<file path="config.mk">
export PLATFORM = sky130hd
export DESIGN_NAME = add16_mp_sequencer
export DESIGN_NICKNAME = d
export VERILOG_FILES = /design/src/rtl/add16_mp_sequencer.sv
export SDC_FILE = /design/constraint.sdc
export NUM_CORES = 1
export LEC_CHECK = 0
export ABC_AREA = 1
export ABC_CLOCK_PERIOD_IN_PS = 14800
export CORE_ASPECT_RATIO = 1.4
export CORE_UTILIZATION = 56
export CTS_CLUSTER_DIAMETER = 30
export DETAILED_ROUTE_END_ITERATION = 8
export GPL_TIMING_DRIVEN = 0
export PLACE_DENSITY = 0.86
export REMOVE_ABC_BUFFERS = 1
export SETUP_SLACK_MARGIN = 0.02
export SLEW_MARGIN = 20
export SYNTH_ARGS = -nofsm -noshare
export SYNTH_HDL_FRONTEND = slang
export SYNTH_SLANG_ARGS = --single-unit
</file>
<file path="constraint.sdc">
create_clock -name clk -period 14.8 [get_ports clk]
set_clock_uncertainty 0.15 [all_clocks]
set_input_delay 4.44 -clock clk [delete_from_list [all_inputs] [get_ports clk]]
set_output_delay 4.44 -clock clk [all_outputs]
set_load 0.005 [all_outputs]
</file>
<file path="src/rtl/add16_mp_sequencer.sv">
// rtl/add16_mp_sequencer.sv - multi-precision adder sequencing one shared 16-bit adder, LSW first

module add16 (
    input  logic [15:0] a,
    input  logic [15:0] b,
    input  logic        cin,
    output logic [15:0] sum,
    output logic        cout
);
    assign {cout, sum} = {1'b0, a} + {1'b0, b} + {16'd0, cin};
endmodule

module add16_mp_sequencer #(
    parameter int WORDS = 4
) (
    input  logic                clk,
    input  logic                reset,
    input  logic                start,
    input  logic [16*WORDS-1:0] a,
    input  logic [16*WORDS-1:0] b,
    input  logic                cin,
    output logic                busy,
    output logic                done,
    output logic [16*WORDS-1:0] sum,
    output logic                cout
);
    localparam int W  = 16 * WORDS;
    localparam int IW = $clog2(WORDS);

    typedef enum logic [1:0] {IDLE, RUN, DONE} state_t;

    state_t        state;
    state_t        state_nxt;
    logic [IW-1:0] idx;
    logic [W-1:0]  op_a;
    logic [W-1:0]  op_b;
    logic          carry;
    logic          accept;
    logic          last_word;
    logic [15:0]   a_word;
    logic [15:0]   b_word;
    logic [15:0]   word_sum;
    logic          word_cout;

    // A start is only honoured when no operation is in flight.
    assign accept    = start && (state != RUN);
    assign last_word = (idx == IW'(WORDS - 1));

    always_comb begin
        a_word = op_a[idx*16 +: 16];
        b_word = op_b[idx*16 +: 16];
    end

    add16 u_add16 (
        .a    (a_word),
        .b    (b_word),
        .cin  (carry),
        .sum  (word_sum),
        .cout (word_cout)
    );

    always_ff @(posedge clk or posedge reset) begin
        if (reset) begin
            state <= IDLE;
        end else begin
            state <= state_nxt;
        end
    end

    always_comb begin
        state_nxt = IDLE;
        case (state)
            IDLE:    state_nxt = accept ? RUN : IDLE;
            RUN:     state_nxt = last_word ? DONE : RUN;
            DONE:    state_nxt = accept ? RUN : IDLE;
            default: state_nxt = IDLE;
        endcase
    end

    always_comb begin
        busy = (state == RUN);
        done = (state == DONE);
    end

    // sum and cout are left untouched at accept so the last result stays readable.
    always_ff @(posedge clk or posedge reset) begin
        if (reset) begin
            op_a  <= '0;
            op_b  <= '0;
            carry <= 1'b0;
            idx   <= '0;
            sum   <= '0;
            cout  <= 1'b0;
        end else if (accept) begin
            op_a  <= a;
            op_b  <= b;
            carry <= cin;
            idx   <= '0;
        end else if (state == RUN) begin
            sum[idx*16 +: 16] <= word_sum;
            carry             <= word_cout;
            idx               <= idx + 1'b1;
            if (last_word) begin
                cout <= word_cout;
            end
        end
    end
endmodule

</file>
==> impl_summary.md <==
Yosys
The most used flip-flop cell after synthesis is sky130_fd_sc_hd__dfrtp_1. In this run, synthesis inferred 0 flip-flops with an integrated enable. The fraction of registers with async set or reset after synthesis is 1.000. Synthesis produced a netlist whose cell count is 948. The mean instance size in the synthesized netlist is 10.06 µm².

The sequential-to-total area share from yosys stat is 0.5197. The total standard cell area after synthesis is 0.009534 mm². The synthesized flop and latch total is 198. The netlist uses 37 different library cells.

During synthesis, Yosys emitted a total of 0 warnings.

STA
In this run the tightest slew margin relative to its limit is 0.4122. Setup violations remaining at the end of the flow were counted as 0. For this run, the top clock speed supported by timing is 0.1559 GHz. Setup repair after global routing left no endpoint under its margin. On the final layout, the worst hold slack is 0.3328 ns.

Counting I/O delays and the setup requirement, the final critical path takes 6.413 ns. The transition at the pin with the smallest max-transition slack is 0.8808 ns. The setup total negative slack is 0 ns. The final-report max-slew violation count came to 0. The number of endpoints with negative hold slack in the final report was 0. Dividing the final minimum period by the clock period gives 0.4333.

Run
The max-cap violation count is 0.

Clock tree
The number of buffers added by the clock tree synthesis step is 17. For the worst-skew pair, the clock arrives at the later sink with an insertion delay of 0.44 ns. TritonCTS built the clock tree.

In this run the post-CTS setup repair buffer count came out at 0. After clock tree synthesis, the repair step resized 0 gates. CTS saw 198 sinks.

The largest buffer count on any clock path is 2. The number of hold buffers added after CTS is 0. CTS built an H-tree with a depth of 4. The cell sitting at the root of the clock tree is a sky130_fd_sc_hd__clkbuf_16. Clock-pin slew was measured on the worst setup and hold paths at 0.07 ns.

Cells and area
The register area is 0.004960 mm². The filler cell count in the final layout is 1174. In the layout the commonest cells are sky130_fd_sc_hd__clkdlybuf4s50_1, sky130_fd_sc_hd__dfrtp_1, sky130_fd_sc_hd__nand2_1. The multi-input gate area in the final layout is 0.004069 mm². The non-filler instance count after layout is 1335. The leading cell type in the layout, fill and taps excluded is sky130_fd_sc_hd__clkdlybuf4s50_1. The growth of design area from synthesis to finish is 27.85%. Of the cells placed in the final design, the portion with a size suffix greater than 1 is 0.1680. The final core area utilization is 0.7309.

For this run, the post-layout net count is 1273.

Setup path
The slowest stage of the critical path belongs to the cell sky130_fd_sc_hd__clkdlybuf4s50_1. STA classifies the critical path endpoint as an output pin. The data required time at the worst endpoint is 10.21 ns. The delay contributed by the slowest stage of the critical path is 0.51 ns. Together, buffers and inverters on the worst path number 3.

The family of cells with the greatest summed delay on the critical path is buffers and inverters. The critical path launch point type is a flip-flop. For the worst setup path, the data arrival time is 1.82 ns. The critical path goes through inv_1 > nand2_4 > inv_4 > clkdlybuf4s50_1. The largest fanout of any net on the critical path is 27.

The worst setup path is of the reg2out kind.

Global route
For this run, the total global-route usage over all layers was measured as 0.2755. The via count of the first global-routing pass is 7514. The initial antenna violation count is 1. The first-pass GRT wire length is 37.24 mm. For this run the aggregate overflow at the end of global routing stands at 0.

The pin count of the biggest net entering global routing is 103.

Placement
The half-perimeter wire length after detailed placement is 15.91 mm. The count of buffers inserted at the top-level ports is 198. Routability-driven placement finished with a final weighted congestion of 0.8257.

The placed instance count is 1302.

Detailed routing
Dividing the detail-routed wire length by the instance count gives 17.42 µm. For this run, design rule violations remaining after detail routing come to 12. The via count is 7549. For this block, the initial DRC count from the detailed router was 523. The routed via count divided by cell count is 5.655. The first TritonRoute pass finished after 9 iterations. The number of antenna-violating nets in the routed design is 0. The aggregate routed wire length is 23.26 mm.

Die
The die is 112.3 µm wide. The floorplan die area is 0.01756 mm². In this run the vertical extent of the chip is 156.4 µm. The region available for standard cell placement spans 0.01668 mm². The total number of placement rows is 56. The initial core utilization is 0.5717. 199 I/O pins were placed.

Power and ir drop
The ratio of total power to cell area is 257.3 mW/mm². The leakage power of the design is 5.532 nW. The completed layout was analyzed and its total power is 3.137 mW.

Across the VDD grid, the largest voltage drop is 113.1 µV.

Worst hold path
The tightest min-delay check is of the reg2reg type.

Outcome
The run finished, with violations left. The checks that failed: DRC.
[stage by stage]
stage          cell area [µm²]  setup slack (ns)
2_1_floorplan             9221             4.813
3_3_place_gp             11460             2.480
3_5_place_dp             11560             8.306
4_1_cts                  12180             8.401
5_1_grt                  12190             8.351
6_report                 12190             8.387
[where the power goes]
part / switching [mW] / total [mW] / internal [mW] / leakage [nW]
sequential: 0.157 / 0.937 / 0.781 / 2.45
clock: 0.212 / 0.489 / 0.277 / 0.294
combinational: 1.01 / 1.71 / 0.698 / 2.79
total: 1.38 / 3.14 / 1.76 / 5.53
[worst paths after layout]
check                           slack (ns)  depth (start not counted)        to  startpoint
worst max-delay path                  8.39                          4      busy    state[1]
worst min register to register        0.33                          2   sum[24]     sum[24]
worst max register to register       10.73                         15   sum[56]      idx[0]
worst min-delay path                  0.33                          2   sum[24]     sum[24]
min in group asynchronous             4.34                          2   op_a[4]       reset
max in group asynchronous             9.22                          3  op_a[26]       reset
[flip-flops by register name (all words and copies together) (netlist names)]
name   cells
carry      1
cout       1
idx        2
op_a      64
op_b      64
state      2
sum       64
[layout make-up]
| class | instances | share of cell area |
|---|---|---|
| Sequential cell | 198 | 0.4069 |
| Clock inverter | 13 | 0.01375 |
| Inverter | 57 | 0.01858 |
| Tap cell | 203 | 0.02084 |
| Antenna cell | 1 | 0.0002053 |
| Timing Repair Buffer | 201 | 0.1688 |
| Multi-Input combinational cell | 643 | 0.3338 |
| Clock buffer | 19 | 0.03716 |
[cell families after synthesis]
family | Yosys count | share of synthesized area
compound gates | 152 | 0.08662
flops | 198 | 0.5197
buf+inv | 107 | 0.05551
fa+ha+maj | 23 | 0.03176
xor+xnor | 7 | 0.007218
simple gates | 333 | 0.1480
mux | 128 | 0.1512
[per-layer routing]
layer,up-vias,GRT usage,share of wire
li1,3533,-,-
met1,3695,0.3171,0.39
met2,272,0.4916,0.53
met3,49,0.05306,0.046
met4,0,0.1352,0.031
met5,-,0,0
[tightest hold or removal path, stage by stage (launching register included)]
cell and delay (ns):
sky130_fd_sc_hd__dfrtp_1 0.34, sky130_fd_sc_hd__nand2_1 0.06, sky130_fd_sc_hd__nand2_1 0.05
[cell usage after synthesis, types with 3 or more instances]
library cell               instances  share of area
sky130_fd_sc_hd__a21oi_1          11         0.0058
sky130_fd_sc_hd__a22o_1            5         0.0046
sky130_fd_sc_hd__buf_2            10         0.0052
sky130_fd_sc_hd__buf_4             3         0.0024
sky130_fd_sc_hd__buf_6            13          0.015
sky130_fd_sc_hd__clkbuf_1         21         0.0083
sky130_fd_sc_hd__dfrtp_1         198           0.52
sky130_fd_sc_hd__ha_1             21          0.028
sky130_fd_sc_hd__inv_1            52          0.020
sky130_fd_sc_hd__inv_2             3         0.0012
sky130_fd_sc_hd__mux2_2          128           0.15
sky130_fd_sc_hd__nand2_1         189          0.074
sky130_fd_sc_hd__nand2_2           6         0.0039
sky130_fd_sc_hd__nand3_1          26          0.014
sky130_fd_sc_hd__nand4_1          16          0.010
sky130_fd_sc_hd__nor2_1           82          0.032
sky130_fd_sc_hd__nor2_2            3         0.0020
sky130_fd_sc_hd__nor3_1            3         0.0016
sky130_fd_sc_hd__o21ai_0          99          0.052
sky130_fd_sc_hd__o22ai_1          33          0.022
sky130_fd_sc_hd__xor2_1            4         0.0037
No activity file was read; power rests on OpenSTA's default activity.
